## src/rtl/regfile_pkg.sv

```systemverilog
// Shared defaults, address-width derivation and write-port select type for the register file.
package regfile_pkg;

  localparam int unsigned DwDefault   = 16;
  localparam int unsigned NregDefault = 8;

  typedef enum logic [1:0] {
    WselNone,
    WselA,
    WselD
  } wsel_e;

  function automatic int unsigned addr_width(input int unsigned nreg);
    return (nreg > 1) ? $clog2(nreg) : 1;
  endfunction

endpackage

```

## src/rtl/regfile_scoreboard.sv

```systemverilog
// Per-register pending-load bits: set on load issue, cleared on load-data write.
module regfile_scoreboard
  import regfile_pkg::*;
#(
  parameter int unsigned NREG = NregDefault,
  parameter int unsigned AW   = addr_width(NREG)
) (
  input  logic            CLK,
  input  logic            RST,
  input  logic            ld_issue,
  input  logic [AW-1:0]   ld_addr,
  input  logic            clr_en,
  input  logic [AW-1:0]   clr_addr,
  output logic [NREG-1:0] pend
);

  logic [NREG-1:0] pend_q, pend_d;

  // Set is applied after clear so a new issue dominates a same-cycle completion.
  always_comb begin
    pend_d = pend_q;
    if (clr_en) pend_d[clr_addr] = 1'b0;
    if (ld_issue) pend_d[ld_addr] = 1'b1;
  end

  always_ff @(posedge CLK) begin
    if (RST) pend_q <= '0;
    else     pend_q <= pend_d;
  end

  assign pend = pend_q;

endmodule

```

## src/rtl/regfile_mp.sv

```systemverilog
// Multi-port register file: ALU and load write ports, NRD read ports, load scoreboard.
// Optional same-cycle write-to-read forwarding is enabled by defining REGFILE_BYPASS_EN.
module regfile_mp
  import regfile_pkg::*;
#(
  parameter int unsigned DW   = DwDefault,
  parameter int unsigned NREG = NregDefault,
  parameter int unsigned NRD  = 2,
  localparam int unsigned AW  = addr_width(NREG)
) (
  input  logic               CLK,
  input  logic               RST,
  input  logic               we_a,
  input  logic [AW-1:0]      waddr_a,
  input  logic [DW-1:0]      wdata_a,
  input  logic               we_d,
  input  logic [AW-1:0]      waddr_d,
  input  logic [DW-1:0]      wdata_d,
  input  logic               ld_issue,
  input  logic [AW-1:0]      ld_addr,
  input  logic [NRD*AW-1:0]  raddr,
  output logic [NRD*DW-1:0]  rdata,
  output logic [NRD-1:0]     rbusy,
  output logic [NREG-1:0]    pend,
  output logic [NREG*DW-1:0] dbg_q,
  output logic [15:0]        wcnt
);

  logic [DW-1:0] mem_q [NREG];
  logic [DW-1:0] mem_d [NREG];
  wsel_e         wsel  [NREG];
  logic [15:0]   wcnt_q;
  logic [1:0]    nwr;

  regfile_scoreboard #(
    .NREG (NREG),
    .AW   (AW)
  ) u_scoreboard (
    .CLK      (CLK),
    .RST      (RST),
    .ld_issue (ld_issue),
    .ld_addr  (ld_addr),
    .clr_en   (we_d),
    .clr_addr (waddr_d),
    .pend     (pend)
  );

  // Port A is evaluated last so it wins a same-address collision.
  always_comb begin
    for (int r = 0; r < NREG; r++) begin
      wsel[r] = WselNone;
      if (we_d && (waddr_d == AW'(r))) wsel[r] = WselD;
      if (we_a && (waddr_a == AW'(r))) wsel[r] = WselA;
      case (wsel[r])
        WselA:   mem_d[r] = wdata_a;
        WselD:   mem_d[r] = wdata_d;
        default: mem_d[r] = mem_q[r];
      endcase
    end
  end

  assign nwr = {1'b0, we_a} + {1'b0, we_d && !(we_a && (waddr_a == waddr_d))};

  always_ff @(posedge CLK) begin
    if (RST) begin
      for (int r = 0; r < NREG; r++) mem_q[r] <= '0;
      wcnt_q <= '0;
    end else begin
      for (int r = 0; r < NREG; r++) mem_q[r] <= mem_d[r];
      wcnt_q <= wcnt_q + 16'(nwr);
    end
  end

  assign wcnt = wcnt_q;

  always_comb begin
    logic [AW-1:0] ra;
    for (int i = 0; i < NRD; i++) begin
      ra = raddr[i*AW +: AW];
      rdata[i*DW +: DW] = mem_q[ra];
      rbusy[i]          = pend[ra];
`ifdef REGFILE_BYPASS_EN
      if (we_d && (waddr_d == ra)) begin
        rdata[i*DW +: DW] = wdata_d;
        if (!(ld_issue && (ld_addr == ra))) rbusy[i] = 1'b0;
      end
      if (we_a && (waddr_a == ra)) rdata[i*DW +: DW] = wdata_a;
`endif
    end
  end

  always_comb begin
    for (int r = 0; r < NREG; r++) dbg_q[r*DW +: DW] = mem_q[r];
  end

endmodule

```

## config.mk

```make
export PLATFORM = sky130hd
export DESIGN_NAME = regfile_mp
export DESIGN_NICKNAME = d
export VERILOG_FILES = /design/src/rtl/regfile_pkg.sv /design/src/rtl/regfile_scoreboard.sv /design/src/rtl/regfile_mp.sv
export SDC_FILE = /design/constraint.sdc
export NUM_CORES = 1
export LEC_CHECK = 0
export ABC_AREA = 0
export BUFFER_PORTS_ARGS = -buffer_cell sky130_fd_sc_hd__buf_2
export CAP_MARGIN = 40
export CORE_ASPECT_RATIO = 0.7
export CORE_UTILIZATION = 35
export DETAILED_ROUTE_END_ITERATION = 8
export SLEW_MARGIN = 10
export SYNTH_ARGS = -nofsm -noshare
export SYNTH_HDL_FRONTEND = slang
export SYNTH_SLANG_ARGS = --single-unit
```

## constraint.sdc

```tcl
create_clock -name CLK -period 1.98 [get_ports CLK]
set_input_delay 0 -clock CLK [delete_from_list [all_inputs] [get_ports CLK]]
set_output_delay 0 -clock CLK [all_outputs]
set_load 0.03 [all_outputs]
```

==> results.md <==
- Async set or reset register ratio after synthesis: 0%
- Startpoint types: flip-flop
- Data arrival time of the critical path: 1810 ps
- Count leader, synth: dfxtp_1
- Std cell rows: 49
- GR peak layer: met1
- Pwr Total: 8.53 mW
- CTS buffer count: 17
- Initial Util: 35.6%
- WL/cell: 24.5 um
- Top cells by area, synth: dfxtp_1 33%, mux4_2 17%, mux2i_1 14%, a211oi_1 9.0%, nor2_1 6.1%
- Critical R2R Launch: wcnt[0]
- Clk root buf: clkbuf_16
- R2r setup slk: 180 ps
- Cell breakdown of the critical path: mux4_2, mux2_2, buf_2
- Share of cells above drive strength 1: 38.9%
- Antenna-violating nets left: 0
- Height of the die: 137 um
- RePlAce Congestion: 0.857
- Crit path depth: 3
- Capture point of the worst path: rdata[2]
- Total number of vias: 8059
- Cell taking the most area after synthesis: dfxtp_1
- IO buf count: 237
- CP startpoint: mem_q[3][2]
- Clk Latency, worst-skew pair: 430 ps
- Final Slew Violations: 0
- Die Width: 195 um
- Final period utilization: 91.3%
- Avg Inst Size Synth: 10.6 um2
- Antenna violations before repair: 1
- H-tree levels: 4
- Final nets: 1138
- EDFF count, synth: 0
- Critical path class: reg -> out
- Clock Tree Buf Depth: 2
- Skew final: 4.09 ps
- Most common flop cell mapped by yosys: dfxtp_1
- Max Cap Violations: 0
- Setup TNS: 0 ps
- Crit-path slowest cell: mux4_2
- Flops & latches, synth: 152
- Peak per-stage delay on the critical path: 560 ps
- Vias in the first global route: 7479
- Synth warn: 0
- Final worst setup slack: 172 ps
- Met1 usage in global routing: 39.3%
- DRC violations left: 0
- CTS tree: done
- P&R area growth vs syn: 25.3%
- Max_slew headroom: 56.1%
- First-pass GRT wire length: 51.0 mm
- Initial DRT Pass Iterations: 4
- Top delay family on crit path: multiplexers
- Status: finished, final reports clean
- Worst VDD drop: 0.605 mV
- Lkg Pwr: 5.06 nW
- N_diodes: 0
- Hpwl dp: 23.9 mm
- Critical Path Fanout Max: 4
- Area share of the largest cell type after synthesis: 33.3%
- Hold Path Class: in -> reg
- Synth unique cells: 39
- Post-synth top cells: 152 x dfxtp_1, 149 x nor2_1, 128 x mux2i_1
- Post-synthesis sequential area ratio: 33.3%
- Final Hold Fails: 0
- Power density over the cells: 746 nW/um2
- Routed Wire Length: 35.0 mm
- Post-synthesis cell area: 9130 um2
- Post-layout minimum cycle time: 1810 ps
- Total congestion overflow: 0
- RSZ-0062 raised after global routing: false
- Critical Path Sink Type: primary output
- Vias per cell: 5.64
- R2r worst-path depth: 6
- Max Clock Freq: 0.553 GHz
- Synthesized Nets: 918
- CTS sink cnt: 152
- Setup violators final: 0
- DIE AREA: 26800 um2
- Post_cts resized: 0
- Worst-path clk slew: 70 ps
- Crit Reg-Reg Endpoint: wcnt[12]
- Pre-CTS setup slack: 20.4 ps
- Io pins: 238
- WP buf/inv: 1
- Core box area: 25600 um2
- DRT iter0 DRCs: 673
- GRT Overall Usage: 26.3%
- Cells after Synth: 864
- Worst EP required: 1980 ps
- Largest net degree at the start of global routing: 46
- Met2 GRT Util: 35.4%
- Slew @ Worst Pin: 658 ps
- Met3 Resource Use GR: 8.11%
[registers in the layout, indices dropped and copies added (netlist names)]
name,flops
mem_q,128
u_scoreboard.pend,8
wcnt,16
[layout make-up]
class / instances / area, um2
multi-input combinational: 600 / 5430
timing repair buffer: 311 / 1950
clock buffer: 20 / 447
inverter: 2 / 7.51
fill: 2446 / 14200
clock inverter: 12 / 150
tap: 331 / 414
sequential: 152 / 3040
[through the flow]
stage | cell area, um2 | hold slack [ps] | util, % | instances
floorplan | 9130 | 152 | - | 864
global placement | 10400 | 319 | 40.7 | 1354
detailed placement | 10400 | 325 | 40.7 | 1354
CTS | 11400 | 0.0449 | 44.6 | 1428
global route | 11400 | 8.59 | 44.6 | 1428
finish | 11400 | 21.2 | 44.6 | 1428
[placed cells by master, fill, tap and decap left out, types with 17 or more instances in the layout]
| cell | synthesis | routed |
|---|---|---|
| buf_4 | 26 | 25 |
| mux2i_1 | 128 | 128 |
| nand3_1 | 17 | 17 |
| dlygate4sd3_1 | 0 | 42 |
| clkbuf_16 | 0 | 17 |
| buf_2 | 10 | 236 |
| dfxtp_1 | 152 | 152 |
| a211oi_1 | 110 | 110 |
| mux4_2 | 68 | 68 |
| nor2_1 | 149 | 149 |
| a211oi_2 | 18 | 18 |
| mux2_2 | 36 | 36 |
[repair_timing]
action | 4_1_cts | 5_1_grt
endpoints found under the setup margin | 0 | 0
buffers inserted | 0 | 0
hold buffers | 42 | 0
endpoints found under the hold margin | 136 | 0
[per-layer routing]
| metal | wire [um] | share of wire [%] | up-vias |
|---|---|---|---|
| met5 | 13 | 0.037 | - |
| met3 | 3180 | 9.1 | 49 |
| met2 | 14000 | 40 | 357 |
| met1 | 17200 | 49 | 3989 |
| met4 | 722 | 2.1 | 2 |
| li1 | - | - | 3662 |
[how the worst min path moves through the flow]
stage                     start  cells after the start                   end  slack [ps]
floorplan              ld_issue                      2  u_scoreboard.pend[1]         150
global placement     ld_addr[1]                      3  u_scoreboard.pend[7]         320
detailed placement   ld_addr[1]                      3  u_scoreboard.pend[7]         330
CTS                 wdata_d[12]                      3          mem_q[6][12]        0.04
global route        wdata_d[12]                      3          mem_q[5][12]           9
finish              wdata_d[12]                      3          mem_q[1][12]          20
[report_power, final]
part,switching (mW),total (mW),internal (mW)
Clock,1.40,3.41,2.01
Sequential,0.157,3.36,3.21
Combinational,1.10,1.76,0.658
[worst min-delay path, cell delays in order]
cell and delay, ps:
buf_2 170, mux2i_1 150, a211oi_1 80
[kinds of logic after synthesis]
logic type	share of synthesized area, %
adders and majority gates	0.356
buffers and inverters	7.33
muxes	35.5
xor gates and xnor gates	1.15
and+or+nand+nor	10.1
AOI/OAI and AO/OA	12.2
DFF	33.3
Power figures use the tool's default switching activity.
